`config.mk`:
```
export PLATFORM = sky130hd
export DESIGN_NAME = mc_ctrl_v2
export DESIGN_NICKNAME = d
export VERILOG_FILES = /design/src/rtl/mc_ctrl_v2.sv
export SDC_FILE = /design/constraint.sdc
export NUM_CORES = 1
export LEC_CHECK = 0
export CORE_MARGIN = 2
export CORE_UTILIZATION = 40
export CTS_CLUSTER_SIZE = 25
export DETAILED_ROUTE_END_ITERATION = 12
export HOLD_SLACK_MARGIN = 0.12
export PLACE_DENSITY = 0.71
export SYNTH_ARGS = -nofsm -noshare
export SYNTH_HDL_FRONTEND = slang
export SYNTH_SLANG_ARGS = --single-unit
export TNS_END_PERCENT = 100
```
`constraint.sdc`:
```
create_clock -name clk -period 6.79 [get_ports clk]
set_clock_uncertainty 0.15 [all_clocks]
set_input_delay 1.358 -clock clk [delete_from_list [all_inputs] [get_ports clk]]
set_output_delay 1.358 -clock clk [all_outputs]
set_load 0.1 [all_outputs]
```
`src/rtl/mc_ctrl_v2.sv`:
```
// mc_ctrl_v2 -- multicycle MIPS control FSM, second generation.
//
// Decodes OP (and funct for JR) into per-state datapath strobes. Adds a
// memory ready/wait handshake with a timeout that traps into BERR, an EXC
// state for illegal opcodes, and register-indirect jumps (JR).
//
// Parameters:
//   WAIT_W     width of the memory wait counter
//   TIMEOUT    max consecutive mem_ready=0 cycles in IF/MEM_RD/MEM_ST
//   SUPPORT_JR 1: R-type funct 001000 is JR, 0: treated as normal R-type
//
// Ports:
//   clk, rst (sync, active-low)      clock and reset
//   OP, funct                        IR[31:26], IR[5:0]
//   mem_ready                        memory completes this cycle
//   RegDst..RaWrite, ALUOp, ALUSrcB  datapath strobes
//   PCSource                         0 ALU, 1 ALUOut, 2 jump, 3 reg A, 4 exc vector
//   state                            current state
//   exc                              one-cycle pulse in EXC
//   bus_err                          high while in BERR (sticky until reset)
module mc_ctrl_v2 #(
  parameter int WAIT_W     = 4,
  parameter int TIMEOUT    = 15,
  parameter bit SUPPORT_JR = 1'b1
) (
  input  logic       clk,
  input  logic       rst,
  input  logic [5:0] OP,
  input  logic [5:0] funct,
  input  logic       mem_ready,
  output logic       RegDst,
  output logic       RegWrite,
  output logic       ALUSrcA,
  output logic       ALUctrInst,
  output logic       IorD,
  output logic       IRWrite,
  output logic       MemRead,
  output logic       MemWrite,
  output logic       MemtoReg,
  output logic       PCWriteCond,
  output logic       PCWrite,
  output logic       PCCondSrc,
  output logic       RaWrite,
  output logic [1:0] ALUOp,
  output logic [1:0] ALUSrcB,
  output logic [2:0] PCSource,
  output logic [4:0] state,
  output logic       exc,
  output logic       bus_err
);

  typedef enum logic [4:0] {
    S_IF     = 5'd0,
    S_ID     = 5'd1,
    S_EX_LS  = 5'd2,
    S_MEM_RD = 5'd3,
    S_WB_LS  = 5'd4,
    S_MEM_ST = 5'd5,
    S_EX_R   = 5'd6,
    S_WB_R   = 5'd7,
    S_BEQ    = 5'd8,
    S_J      = 5'd9,
    S_BNE    = 5'd10,
    S_ADDI   = 5'd11,
    S_IMM_WB = 5'd12,
    S_JAL    = 5'd13,
    S_LOGI   = 5'd14,
    S_RST    = 5'd15,
    S_EXC    = 5'd16,
    S_BERR   = 5'd17,
    S_JR     = 5'd18
  } stateT;

  typedef struct packed {
    logic       regDst;
    logic       regWrite;
    logic       aluSrcA;
    logic       aluCtrInst;
    logic       iorD;
    logic       irWriteRdy;   // IRWrite, still to be qualified by mem_ready
    logic       memRead;
    logic       memWrite;
    logic       memtoReg;
    logic       pcWriteCond;
    logic       pcWrite;      // unconditional PC write
    logic       pcWriteRdy;   // PC write qualified by mem_ready
    logic       pcCondSrc;
    logic       raWrite;
    logic [1:0] aluOp;
    logic [1:0] aluSrcB;
    logic [2:0] pcSource;
    logic       exc;
    logic       busErr;
  } ctlT;

  localparam logic [WAIT_W-1:0] TIMEOUT_C = WAIT_W'(TIMEOUT);

  stateT             stateQ, nextState;
  logic [WAIT_W-1:0] waitCnt, nextCnt;
  logic              memWait;
  ctlT               ctlQ;

  function automatic ctlT decode(stateT s);
    ctlT c;
    c = '0;
    case (s)
      S_IF: begin
        c.memRead    = 1'b1;
        c.aluSrcB    = 2'b01;
        c.irWriteRdy = 1'b1;
        c.pcWriteRdy = 1'b1;
      end
      S_ID:     c.aluSrcB = 2'b11;
      S_EX_LS:  begin c.aluSrcA = 1'b1; c.aluSrcB = 2'b10; end
      S_MEM_RD: begin c.iorD = 1'b1; c.memRead = 1'b1; end
      S_MEM_ST: begin c.iorD = 1'b1; c.memWrite = 1'b1; end
      S_WB_LS:  begin c.regWrite = 1'b1; c.memtoReg = 1'b1; end
      S_EX_R:   begin c.aluSrcA = 1'b1; c.aluOp = 2'b10; end
      S_WB_R:   begin c.regDst = 1'b1; c.regWrite = 1'b1; end
      S_BEQ: begin
        c.aluSrcA     = 1'b1;
        c.aluOp       = 2'b01;
        c.pcWriteCond = 1'b1;
        c.pcCondSrc   = 1'b1;
        c.pcSource    = 3'd1;
      end
      S_BNE: begin
        c.aluSrcA     = 1'b1;
        c.aluOp       = 2'b01;
        c.pcWriteCond = 1'b1;
        c.pcSource    = 3'd1;
      end
      S_ADDI:   begin c.aluSrcA = 1'b1; c.aluSrcB = 2'b10; end
      S_LOGI:   begin c.aluCtrInst = 1'b1; c.aluOp = 2'b11; end
      S_IMM_WB: c.regWrite = 1'b1;
      S_JAL:    begin c.regWrite = 1'b1; c.raWrite = 1'b1; end
      S_J:      begin c.pcWrite = 1'b1; c.pcSource = 3'd2; end
      S_JR:     begin c.pcWrite = 1'b1; c.pcSource = 3'd3; end
      S_EXC:    begin c.pcWrite = 1'b1; c.pcSource = 3'd4; c.exc = 1'b1; end
      S_BERR:   c.busErr = 1'b1;
      default:  ;
    endcase
    return c;
  endfunction

  always_comb begin
    nextState = S_IF;
    memWait   = 1'b0;
    case (stateQ)
      S_RST: nextState = S_IF;
      S_IF: begin
        memWait = 1'b1;
        if (mem_ready)                nextState = S_ID;
        else if (waitCnt == TIMEOUT_C) nextState = S_BERR;
        else                          nextState = S_IF;
      end
      S_ID: begin
        case (OP)
          6'b000000: nextState = (SUPPORT_JR && funct == 6'b001000) ? S_JR : S_EX_R;
          6'b000010: nextState = S_J;
          6'b000011: nextState = S_JAL;
          6'b000100: nextState = S_BEQ;
          6'b000101: nextState = S_BNE;
          6'b001000: nextState = S_ADDI;
          6'b001100, 6'b001101, 6'b001110: nextState = S_LOGI;
          6'b100011, 6'b101011: nextState = S_EX_LS;
          default:   nextState = S_EXC;
        endcase
      end
      S_EX_LS: begin
        if (OP == 6'b100011)      nextState = S_MEM_RD;
        else if (OP == 6'b101011) nextState = S_MEM_ST;
        else                      nextState = S_IF;
      end
      S_MEM_RD: begin
        memWait = 1'b1;
        if (mem_ready)                nextState = S_WB_LS;
        else if (waitCnt == TIMEOUT_C) nextState = S_BERR;
        else                          nextState = S_MEM_RD;
      end
      S_MEM_ST: begin
        memWait = 1'b1;
        if (mem_ready)                nextState = S_IF;
        else if (waitCnt == TIMEOUT_C) nextState = S_BERR;
        else                          nextState = S_MEM_ST;
      end
      S_EX_R:          nextState = S_WB_R;
      S_ADDI, S_LOGI:  nextState = S_IMM_WB;
      S_JAL:           nextState = S_J;
      S_BERR:          nextState = S_BERR;
      default:         nextState = S_IF;
    endcase

    if (nextState != stateQ)
      nextCnt = '0;
    else if (memWait && !mem_ready && waitCnt != TIMEOUT_C)
      nextCnt = waitCnt + 1'b1;
    else
      nextCnt = waitCnt;
  end

  // Strobes are registered by decoding the state being entered, so they
  // line up with stateQ exactly as a decode of the current state would.
  always_ff @(posedge clk) begin
    if (!rst) begin
      stateQ  <= S_RST;
      waitCnt <= '0;
      ctlQ    <= decode(S_RST);
    end else begin
      stateQ  <= nextState;
      waitCnt <= nextCnt;
      ctlQ    <= decode(nextState);
    end
  end

  assign RegDst      = ctlQ.regDst;
  assign RegWrite    = ctlQ.regWrite;
  assign ALUSrcA     = ctlQ.aluSrcA;
  assign ALUctrInst  = ctlQ.aluCtrInst;
  assign IorD        = ctlQ.iorD;
  assign IRWrite     = ctlQ.irWriteRdy & mem_ready;
  assign MemRead     = ctlQ.memRead;
  assign MemWrite    = ctlQ.memWrite;
  assign MemtoReg    = ctlQ.memtoReg;
  assign PCWriteCond = ctlQ.pcWriteCond;
  assign PCWrite     = ctlQ.pcWrite | (ctlQ.pcWriteRdy & mem_ready);
  assign PCCondSrc   = ctlQ.pcCondSrc;
  assign RaWrite     = ctlQ.raWrite;
  assign ALUOp       = ctlQ.aluOp;
  assign ALUSrcB     = ctlQ.aluSrcB;
  assign PCSource    = ctlQ.pcSource;
  assign exc         = ctlQ.exc;
  assign bus_err     = ctlQ.busErr;
  assign state       = stateQ;

endmodule

```
Yosys cells after proc, flatten, opt, wreduce, memory -nomap -nowiden
Index checks and enable logic that the tools add are counted. W data, S select, Z words.

Input port bits: 15. ROM bits: 0. Bits in registers: 31. Memories: 0. Output and inout port bits: 27. Latch bits: 0. Bits in writable memories: 0.

Multipliers: 0. Equal/unequal tests: 40. Multiplexer cells: 30. Div/mod/pow operators: 0. Bitwise logic cells: 3. $add $sub $neg: 1. Reductions and logical operators: 18. Order comparisons: 0. Shift operators: 0.

Operators with widths (count): $eq A5 B4 Y1 const B (10); $pmux W5 S9 (1); $pmux W5 S8 (1); $mux W5 (7); $eq A5 B3 Y1 const B (6); $eq A6 B4 Y1 const B (5); $eq A5 B2 Y1 const B (4); $eq A5 B5 Y1 const B (4); $mux W1 (16); $reduce_or A2 Y1 (7); $eq A6 B2 Y1 const B (2); $eq A6 B3 Y1 const B (2); $eq A6 B6 Y1 const B (2); $pmux W2 S3 (2); $pmux W3 S4 (1); $eq A5 B1 Y1 const B (2); $logic_not A5 Y1 (2); $reduce_or A3 Y1 (3); $logic_not A6 Y1 (1); $mux W3 (2); $ne A5 B5 Y1 (1); $reduce_or A5 Y1 (1); $add A4 B1 Y4 const B (1); $eq A4 B4 Y1 const B (1); 7 further kinds (8).

Depth between registers and ports, before layout
Gate-level depths: netlist (run 1).

Word-level depth: 7. Mapped depth: 8. Mapped depth without buffers: 8.

Least setup slack after synthesis (run 1)
OpenSTA, ideal clock, no wires.

Path kind: input port to output port. Start: input mem_ready. End: output PCWrite. Arrival time: 2689 ps. Path slack: 2593 ps. Cell stages on the path: 2. Cells stage by stage: and2_1 -> or2_2.

Longest elaborated chain between the ends: 2.

Ends and longest elaborated chain: start: declaration (RTL line 30) `input logic mem_ready,`; $and A1 B1 Y1 (RTL line 226) `assign PCWrite = ctlQ.pcWrite | (ctlQ.pcWriteRdy & mem_ready);`; $or A1 B1 Y1 (RTL line 226); end: declaration (RTL line 41) `output logic PCWrite,`.

No other way between the ends.

Worst setup path after layout (run 1)
Ends and elaborated chain as after synthesis.

==> summary.md, run 1 <==
| Metric | Value |
|---|---|
| Outcome | finished, final reports clean |
| Crit share post-route | 71.9% |
| DR DRC count | 0 |
| Sequential area share after synthesis | 35.3% |
| Wire per inst | 13.8 µm |
| Multiplexer area fraction after synthesis | 1.14% |
| Final Setup Violations | 0 |
| Final Wtd Congestion | 0.902 |
| Area Growth Syn to Fin | 24.3% |
| Type of origin of the critical path | primary input |
| Clk slew on worst S/H paths | 0.05 ns |
| Worst path required time | 5.28 ns |
| Row Count | 24 |
| CTS Sinks | 31 |
| Peak VDD IR | 0.000164 V |
| Largest family of logic cells by synthesized area | simple AND/OR/NAND/NOR gates |
| Register Area | 621 µm² |
| R2r setup slk | 4.16 ns |
| Pre-antenna DRT Iters | 4 |
| Post-route ant nets | 0 |
| Synth cell types | 56 |
| XOR/XNOR Fraction of Synth Area | 3.49% |
| Dpl hpwl | 2930 µm |
| P_leak | 0.817 nW |
| Post_cts resized | 0 |
| Post-synth top area share | 35.3% |
| Dpl cells | 280 |
| Synth Net Count | 223 |
| # port buffers | 41 |
| Total GRT Usage | 16.9% |
| Initial core utilization | 41.0% |
| Warnings, synthesis | 0 |
| CTS Buffer Depth | 2 |
| Most frequent cells after synthesis | 31 x dfxtp_1, 15 x nor2_1, 13 x nor3_1 |
| Adder-cell share of the synthesized area | 0.711% |
| Die Width | 70.3 µm |
| Most common cell in the netlist | dfxtp_1 |
| Area taken by multi-input logic gates | 980 µm² |
| Aggregate negative setup slack | 0 ns |
| Worst EP arrival | 3.37 ns |
| Core Util, Final | 50.9% |
| Die height | 70.3 µm |
| Non-Filler Instances | 286 |
| FMAX | 0.205 GHz |
| Compound-Gate Fraction of Synth Area | 18.8% |
| Tmin final | 4.88 ns |
| Number of synthesized register bits | 31 |
| Post-CTS Hold Fix Bufs | 0 |
| Post-synth EDFFs | 0 |
| H-Tree Depth | 2 |
| WL final | 3960 µm |
| CP Class | primary input to output pin |
| Critical Path Fanout Max | 6 |
| Share of cells above drive strength 1 | 6.41% |
| Area contributors post-synth | dfxtp_1 35%, nor3_1 3.7%, buf_4 3.4% |
| Post-Syn Instances | 207 |
| Relative slew slack | 34.9% |
| CTS Buf Count | 5 |
| HP Class | register to register |
| Drt via density | 5.51 |
| CTS root buf | clkbuf_8 |
| Congestion Overflow GR | 0 |
| Drt initial violations | 155 |
| Synth area leader | dfxtp_1 |
| First-pass GRT wire length | 6720 µm |
| Nets | 251 |
| Async S/R FF share, synth | 0% |
| Skew-Pair Late Insertion Delay | 0.27 ns |
| Post-CTS setup buffers | 0 |
| Final Hold Fails | 0 |
| # diodes | 0 |
| Max_cap viols | 0 |
| Boundary Pins | 42 |
| Synth Flop Type | dfxtp_1 |
| Worst-margin pin slew | 0.973 ns |
| Initial antenna violation count | 0 |
| Slew Limit Fails | 0 |
| Die ar. | 4940 µm² |
| Crit path capture type | output pin |
| Fillers | 440 |
| Routed via count | 1575 |
| Pwr/cell area | 265 nW/µm² |
| Simple-Gate Fraction of Synth Area | 31.6% |
| Largest net degree at the start of global routing | 18 |
| RSZ-0062 raised after global routing | false |
| Area of the mapped netlist | 1760 µm² |
| Vias in the first global route | 1460 |
| CTS tree | yes |
| Area of the core | 4290 µm² |
| Syn avg cell area | 8.50 µm² |
==> cell usage in the layout, fill, tap and decap left out, drive strengths merged, types with 2 or more instances in the layout <==
master and instances:
a21boi 2, nand2 11, mux2i 2, o21ai 6, nor2b 7, and3 3
or3 4, a211oi 4, clkdlybuf4s50 41, a31oi 2, xnor2 4, and2 4
inv 8, o211ai 4, xor2 3, a21oi 10, nor2 16, or2 3
nor3b 5, dfxtp 31, nor3 13, nand3 9, nor4 2, nand4 4
and3b 2, nor4b 3, o221ai 2, a32oi 2, clkbuf 6
==> cell type report <==
type	instances	area share, %
multi-input combinational	147	44.8
sequential	31	28.4
timing repair buffer	42	19.1
clock buffer	6	3.32
tap	52	2.98
inverter	8	1.37
==> power by group <==
group	total [mW]	switching, mW	internal [mW]
Combinational	0.241	0.174	0.0676
Clock	0.125	0.0572	0.0680
Sequential	0.213	0.0159	0.197
==> critical path, cell delays in order <==
cell	delay, ns
clkdlybuf4s50_1	0.59
and2_1	0.20
or2_2	0.11
clkdlybuf4s50_1	1.11
==> per-layer routing <==
metal,global-route usage (%),part of all wire [%]
met3,5.92,5.2
met1,21.4,46
met5,0,0
met4,4.70,0.66
met2,27.1,48
==> final timing paths <==
| check | start | end | cells after the start |
|---|---|---|---|
| setup / recovery | mem_ready | PCWrite | 4 |
| hold / removal | waitCnt[1]$_SDFFE_PP0P_ | waitCnt[1]$_SDFFE_PP0P_ | 2 |
| setup reg to reg | state[0]$_SDFF_PN1_ | waitCnt[0]$_SDFFE_PP0P_ | 7 |
| hold reg to reg | waitCnt[1]$_SDFFE_PP0P_ | waitCnt[1]$_SDFFE_PP0P_ | 2 |
==> kinds of logic (layout without fill, tap and decap cells) <==
family,count (synthesis),in the layout
buf+inv,29,56
mux,2,2
simple gates,92,92
fa+ha+maj,1,1
compound gates,45,45
xor+xnor,7,7
flops,31,31
==> sequential cells by signal (all words and copies together) (netlist names), 2 cells and up <==
register,flops
ctlQ,2
PCSource,3
ALUOp,2
state,5
ALUSrcB,2
waitCnt,4
==> metrics by stage <==
stage          setup WS [ns]  hold WS (ns)  power [mW]  instance area (µm²)
2_1_floorplan           2.59         0.371       0.411                 1760
3_3_place_gp            1.90         0.394       0.457                 2110
3_5_place_dp            1.89         0.407       0.457                 2110
4_1_cts                 1.89         0.416       0.584                 2190
5_1_grt                 1.83         0.449       0.607                 2190
6_report                1.91         0.417       0.579                 2190
Note: power is estimated with default switching activity, not from simulation.
==> run 2, diff against run 1 <==
Clock period 6.79 ns to 4.98 ns, I/O delays scaled along.
==> summary.md, run 2 (same netlist as run 1, synthesis figures left out) <==
| Metric | Value |
|---|---|
| Outcome | finished, final reports clean |
| H-Tree Depth | 2 (unchanged) |
| Clk pwr share | 22.8% (+1.2 points) |
| Type of origin of the critical path | primary input |
| Die height | 70.3 µm (unchanged) |
| Post-CTS Hold Fix Bufs | 0 (unchanged) |
| Tmin final | 3.46 ns |
| Routed via count | 1624 (+3.1%) |
| Post_cts resized | 0 (unchanged) |
| Wire per inst | 14.5 µm (+5.1%) |
| Dpl hpwl | 3020 µm (+3.2%) |
| Max_cap viols | 0 (unchanged) |
| Vias in the first global route | 1374 (-5.9%) |
| Final Wtd Congestion | 0.908 (+0.65%) |
| Post-route ant nets | 0 (unchanged) |
| R2r setup slk | 2.36 ns (-1.80 ns) |
| CTS tree | yes |
| Pre-antenna DRT Iters | 4 (unchanged) |
| Crit path cell chain | clkdlybuf4s50_1, nor2b_1, a2111oi_0, o211ai_1, a21oi_1, nand4_1, a21boi_0 |
| Pwr/cell area | 367 nW/µm² (+39%) |
| Congestion Overflow GR | 0 (unchanged) |
| Initial antenna violation count | 0 (unchanged) |
| Post-CTS setup buffers | 0 (unchanged) |
| NetSw | 0.347 mW (+41%) |
| Total GRT Usage | 17.4% (+0.54 points) |
| Initial core utilization | 41.0% (unchanged) |
| CP Class | primary input to register |
| Worst-margin pin slew | 0.984 ns (+0.0109 ns) |
| Non-Filler Instances | 288 (+0.70%) |
| P_leak | 0.825 nW (+1.1%) |
| Int Power | 0.457 mW (+38%) |
| Share of cells above drive strength 1 | 7.63% (+1.2 points) |
| Aggregate negative setup slack | 0 ns (unchanged) |
| Row Count | 24 (unchanged) |
| Slowest stage delay, CP | 0.70 ns (-0.41 ns) |
| Skew-Pair Late Insertion Delay | 0.28 ns (about the same) |
| Area of the core | 4290 µm² (unchanged) |
| Tot Pwr | 0.804 mW (+39%) |
| DR DRC count | 0 (unchanged) |
| Slew Limit Fails | 0 (unchanged) |
| HP Class | register to register |
| Drt via density | 5.64 (+2.4%) |
| CTS Buf Count | 5 (unchanged) |
| Drt initial violations | 163 (+5.2%) |
| Dpl cells | 280 (unchanged) |
| Fillers | 422 (-4.1%) |
| Most common cell after layout, fill and taps aside | clkdlybuf4s50_1 |
| Sw Share | 43.1% (+0.53 points) |
| Area taken by multi-input logic gates | 980 µm² (unchanged) |
| First-pass GRT wire length | 6860 µm (+2.1%) |
| Final Setup Violations | 0 (unchanged) |
| # diodes | 0 (unchanged) |
| CTS Sinks | 31 (unchanged) |
| Area Growth Syn to Fin | 24.5% |
| Crit share post-route | 69.4% |
| Clk slew on worst S/H paths | 0.06 ns (about the same) |
| Worst EP arrival | 3.51 ns (+0.14 ns) |
| Max reg flops | 5 (unchanged) |
| Largest net degree at the start of global routing | 18 (unchanged) |
| CTS Buffer Depth | 2 (unchanged) |
| Die ar. | 4940 µm² (unchanged) |
| Crit-path slowest cell | clkdlybuf4s50_1 |
| Boundary Pins | 42 (unchanged) |
| # port buffers | 41 (unchanged) |
| Crit path capture type | register |
| Part of the power in registers | 36.1% (-0.6 points) |
| RSZ-0062 raised after global routing | false |
| Worst path required time | 5.04 ns (-0.24 ns) |
| CTS root buf | clkbuf_8 |
| Critical Path Fanout Max | 12 (+6) |
| Register Area | 621 µm² (unchanged) |
| FMAX | 0.289 GHz |
| Peak VDD IR | 0.000167 V (+1.9%) |
| WL final | 4190 µm (+5.8%) |
| Nets | 251 (unchanged) |
| Final Hold Fails | 0 (unchanged) |
| Relative slew slack | 34.2% (-0.73 points) |
| Combinational share of power | 41.0% (-0.6 points) |
| Die Width | 70.3 µm (unchanged) |
| Most frequent cells in the layout | 39 x clkdlybuf4s50_1, 31 x dfxtp_1, 15 x nor2_1 |
## run 2: power groups by stage
stage	sequential, mW	combinational [mW]	clock, mW
after floorplan	0.373	0.188	0
after global placement	0.296	0.327	0
after detailed placement	0.295	0.329	0
final	0.290	0.330	0.184
after CTS	0.290	0.330	0.190
after global routing	0.293	0.349	0.201
## run 2: final timing paths
| kind | from | end | cells after the start |
|---|---|---|---|
| setup / recovery | OP[0] | ALUSrcA$_SDFF_PN0_ | 7 |
| hold / removal | waitCnt[1]$_SDFFE_PP0P_ | waitCnt[1]$_SDFFE_PP0P_ | 2 |
| setup reg to reg | state[0]$_SDFF_PN1_ | ALUSrcB[1]$_SDFF_PN0_ | 6 |
| hold reg to reg | waitCnt[1]$_SDFFE_PP0P_ | waitCnt[1]$_SDFFE_PP0P_ | 2 |
## run 2: critical path, delay by kind of cell
| family | cells | cell delay, ns |
|---|---|---|
| buffers and inverters | 1 | 0.70 |
| and+or+nand+nor | 2 | 0.29 |
| AOI/OAI and AO/OA | 4 | 1.52 |
## run 2: metal layers
layer / track usage, % / wire length [µm] / vias up
li1: - / - / 808
met1: 24.8 / 1850 / 753
met2: 26.4 / 2020 / 61
met3: 4.18 / 282 / 2
met4: 4.49 / 28 / 0
met5: 0 / 0 / -
## run 2: area by class of cell
cell class,count,share of cell area (%)
multi-input combinational,147,44.7
timing repair buffer,42,18.9
sequential,31,28.3
clock inverter,1,0.229
inverter,8,1.37
tap,52,2.97
clock buffer,7,3.49
## run 2: through the flow
step	hold WS [ns]	worst slack (ns)	util, %	cell area (µm²)
6_report	0.406	1.52	51.0	2190
5_1_grt	0.445	1.19	51.0	2190
4_1_cts	0.413	1.52	51.0	2190
3_5_place_dp	0.403	1.25	49.1	2110
3_3_place_gp	0.387	1.37	49.1	2110
2_1_floorplan	0.371	1.51	-	1760
==> run 3, diff against run 2 <==
Settings changed: PLACE_DENSITY 0.71 to 0.73.
Clock period 4.98 ns to 3.12 ns, I/O delays scaled along.
==> summary.md, run 3 (same netlist as run 1, synthesis figures left out) <==
| Metric | Value |
|---|---|
| Area Growth Syn to Fin | 28.1% |
| Worst path required time | 3.16 ns (-1.88 ns) |
| # port buffers | 41 (unchanged) |
| Initial antenna violation count | 0 (unchanged) |
| Worst r2r path cells | 7 (+1) |
| Tmin final | 2.71 ns |
| R2r setup slk | 0.63 ns (-1.73 ns) |
| Hold path cells | 2 (unchanged) |
| Boundary Pins | 42 (unchanged) |
| Max_cap viols | 0 (unchanged) |
| Placed inst area | 2150 µm² (+2.1%) |
| Critical Path Fanout Max | 11 (-1) |
| Row Count | 24 (unchanged) |
| Pre-antenna DRT Iters | 4 (unchanged) |
| H-Tree Depth | 2 (unchanged) |
| Post-CTS Hold Fix Bufs | 0 (unchanged) |
| Type of origin of the critical path | primary input |
| Outcome | finished, final reports clean |
| Crit share post-route | 86.7% |
| CTS root buf | clkbuf_8 |
| Vias in the first global route | 1521 (+11%) |
| Met3 WL post-DR | 291 µm (+3.2%) |
| Largest net degree at the start of global routing | 18 (unchanged) |
| Final Wtd Congestion | 0.856 (-5.7%) |
| Worst hold margin | 0.420 ns (+0.0144 ns) |
| Top Metal Used | met4 |
| Clk slew on worst S/H paths | 0.06 ns (about the same) |
| Worst-margin pin slew | 0.608 ns (-0.376 ns) |
| Cell area after layout | 2250 µm² (+2.9%) |
| CTS Buffer Depth | 2 (unchanged) |
| CP Class | primary input to register |
| Nets | 262 (+4.4%) |
| DR DRC count | 0 (unchanged) |
| Post_cts resized | 0 (unchanged) |
| Slew Limit Fails | 0 (unchanged) |
| Max reg flops | 5 (unchanged) |
| Post-CTS setup buffers | 0 (unchanged) |
| WL final | 4000 µm (-4.4%) |
| Initial core utilization | 41.0% (unchanged) |
| Met1 wire length | 1800 µm (-2.6%) |
| Peak VDD IR | 0.000303 V (+81%) |
| Drt initial violations | 124 (-24%) |
| Aggregate negative setup slack | 0 ns (unchanged) |
| Die height | 70.3 µm (unchanged) |
| Die ar. | 4940 µm² (unchanged) |
| Worst Hold End | waitCnt[1]$_SDFFE_PP0P_ |
| Final Setup Violations | 0 (unchanged) |
| HP Class | register to register |
| Share of cells above drive strength 1 | 22.3% (+15 points) |
| CTS Sinks | 31 (unchanged) |
| Met2 wire len | 1830 µm (-9.5%) |
| CTS tree | yes |
| Most frequent cells in the layout | 37 x buf_4, 31 x dfxtp_1, 15 x nor2_1 |
| First-pass GRT wire length | 6650 µm (-3.0%) |
| FMAX | 0.370 GHz |
| Wire per inst | 13.4 µm (-7.9%) |
| P_leak | 0.938 nW (+14%) |
| Area of the core | 4290 µm² (unchanged) |
| CTS Buf Count | 5 (unchanged) |
| Worst EP arrival | 2.75 ns (-0.76 ns) |
| Final Hold Fails | 0 (unchanged) |
| Crit path capture type | register |
| # diodes | 0 (unchanged) |
| Hold path start | waitCnt[1]$_SDFFE_PP0P_ |
| Relative slew slack | 59.4% (+25 points) |
| Routed via count | 1629 (+0.31%) |
| Dpl hpwl | 3000 µm (-0.52%) |
| Congestion Overflow GR | 0 (unchanged) |
| Pwr/cell area | 593 nW/µm² (+61%) |
| Drt via density | 5.45 (-3.4%) |
| RR Endpoint | ALUSrcB[1]$_SDFF_PN0_ |
| Worst flop-to-flop path startpoint | state[0]$_SDFF_PN1_ |
| Total GRT Usage | 16.7% (-0.72 points) |
| Die Width | 70.3 µm (unchanged) |
| Most common cell after layout, fill and taps aside | buf_4 |
| Skew-Pair Late Insertion Delay | 0.27 ns (about the same) |
| Post-route ant nets | 0 (unchanged) |
| RSZ-0062 raised after global routing | false |
-- run 3: cell types whose count changed in the layout (fill, tap and decap cells not counted), sizes merged --
cell           previous run  this run
buf                       3        39
clkdlybuf4s50            39        14
clkbuf                    7         8
clkinv                    1         0
-- run 3: worst max path at each step --
stage,start,endpoint,slack [ns]
after global placement,OP[1],waitCnt[0]$_SDFFE_PP0P_,0.11
after CTS,funct[2],MemRead$_SDFF_PN0_,0.39
final,funct[2],MemRead$_SDFF_PN0_,0.41
after floorplan,state[0]$_SDFF_PN1_,ALUSrcB[1]$_SDFF_PN0_,0.28
after global routing,OP[1],waitCnt[2]$_SDFFE_PP0P_,0.17
after detailed placement,funct[2],MemRead$_SDFF_PN0_,0.11
-- run 3: layout make-up --
class                   count  area [µm²]
flip-flops and latches     31         621
repair buffers             53         458
well taps                  52        65.1
clock buffers               8         100
inverters                   8        30.0
multi-input cells         147         980
fillers                   414        2040
-- run 3: worst max-delay path, cell delays in order --
cell and delay, ns:
clkdlybuf4s50_1 0.40, nor4b_1 0.38, a21boi_0 0.16, a311o_1 0.33, a211oi_1 0.22, buf_4 0.22, and2_1 0.16, inv_1 0.08
a211oi_1 0.16
-- run 3: layer usage --
layer / GRT usage (%) / up-vias
met5: 0 / -
met4: 7.26 / 0
met3: 5.77 / 12
met2: 25.9 / 52
met1: 20.9 / 735
li1: - / 830
-- run 3: stage by stage --
step           setup slack [ns]  total power [mW]  std cells  util (%)
2_1_floorplan             0.285             0.894        207         -
6_report                  0.415              1.34        299      52.5
3_5_place_dp              0.110              1.01        291      50.1
4_1_cts                   0.387              1.34        299      52.5
5_1_grt                   0.174              1.40        299      52.5
3_3_place_gp              0.114              1.01        291      50.1
-- run 3: where the power goes --
group | internal, mW | switching (mW)
clock network | 0.201 | 0.132
logic | 0.157 | 0.382
registers | 0.428 | 0.0358
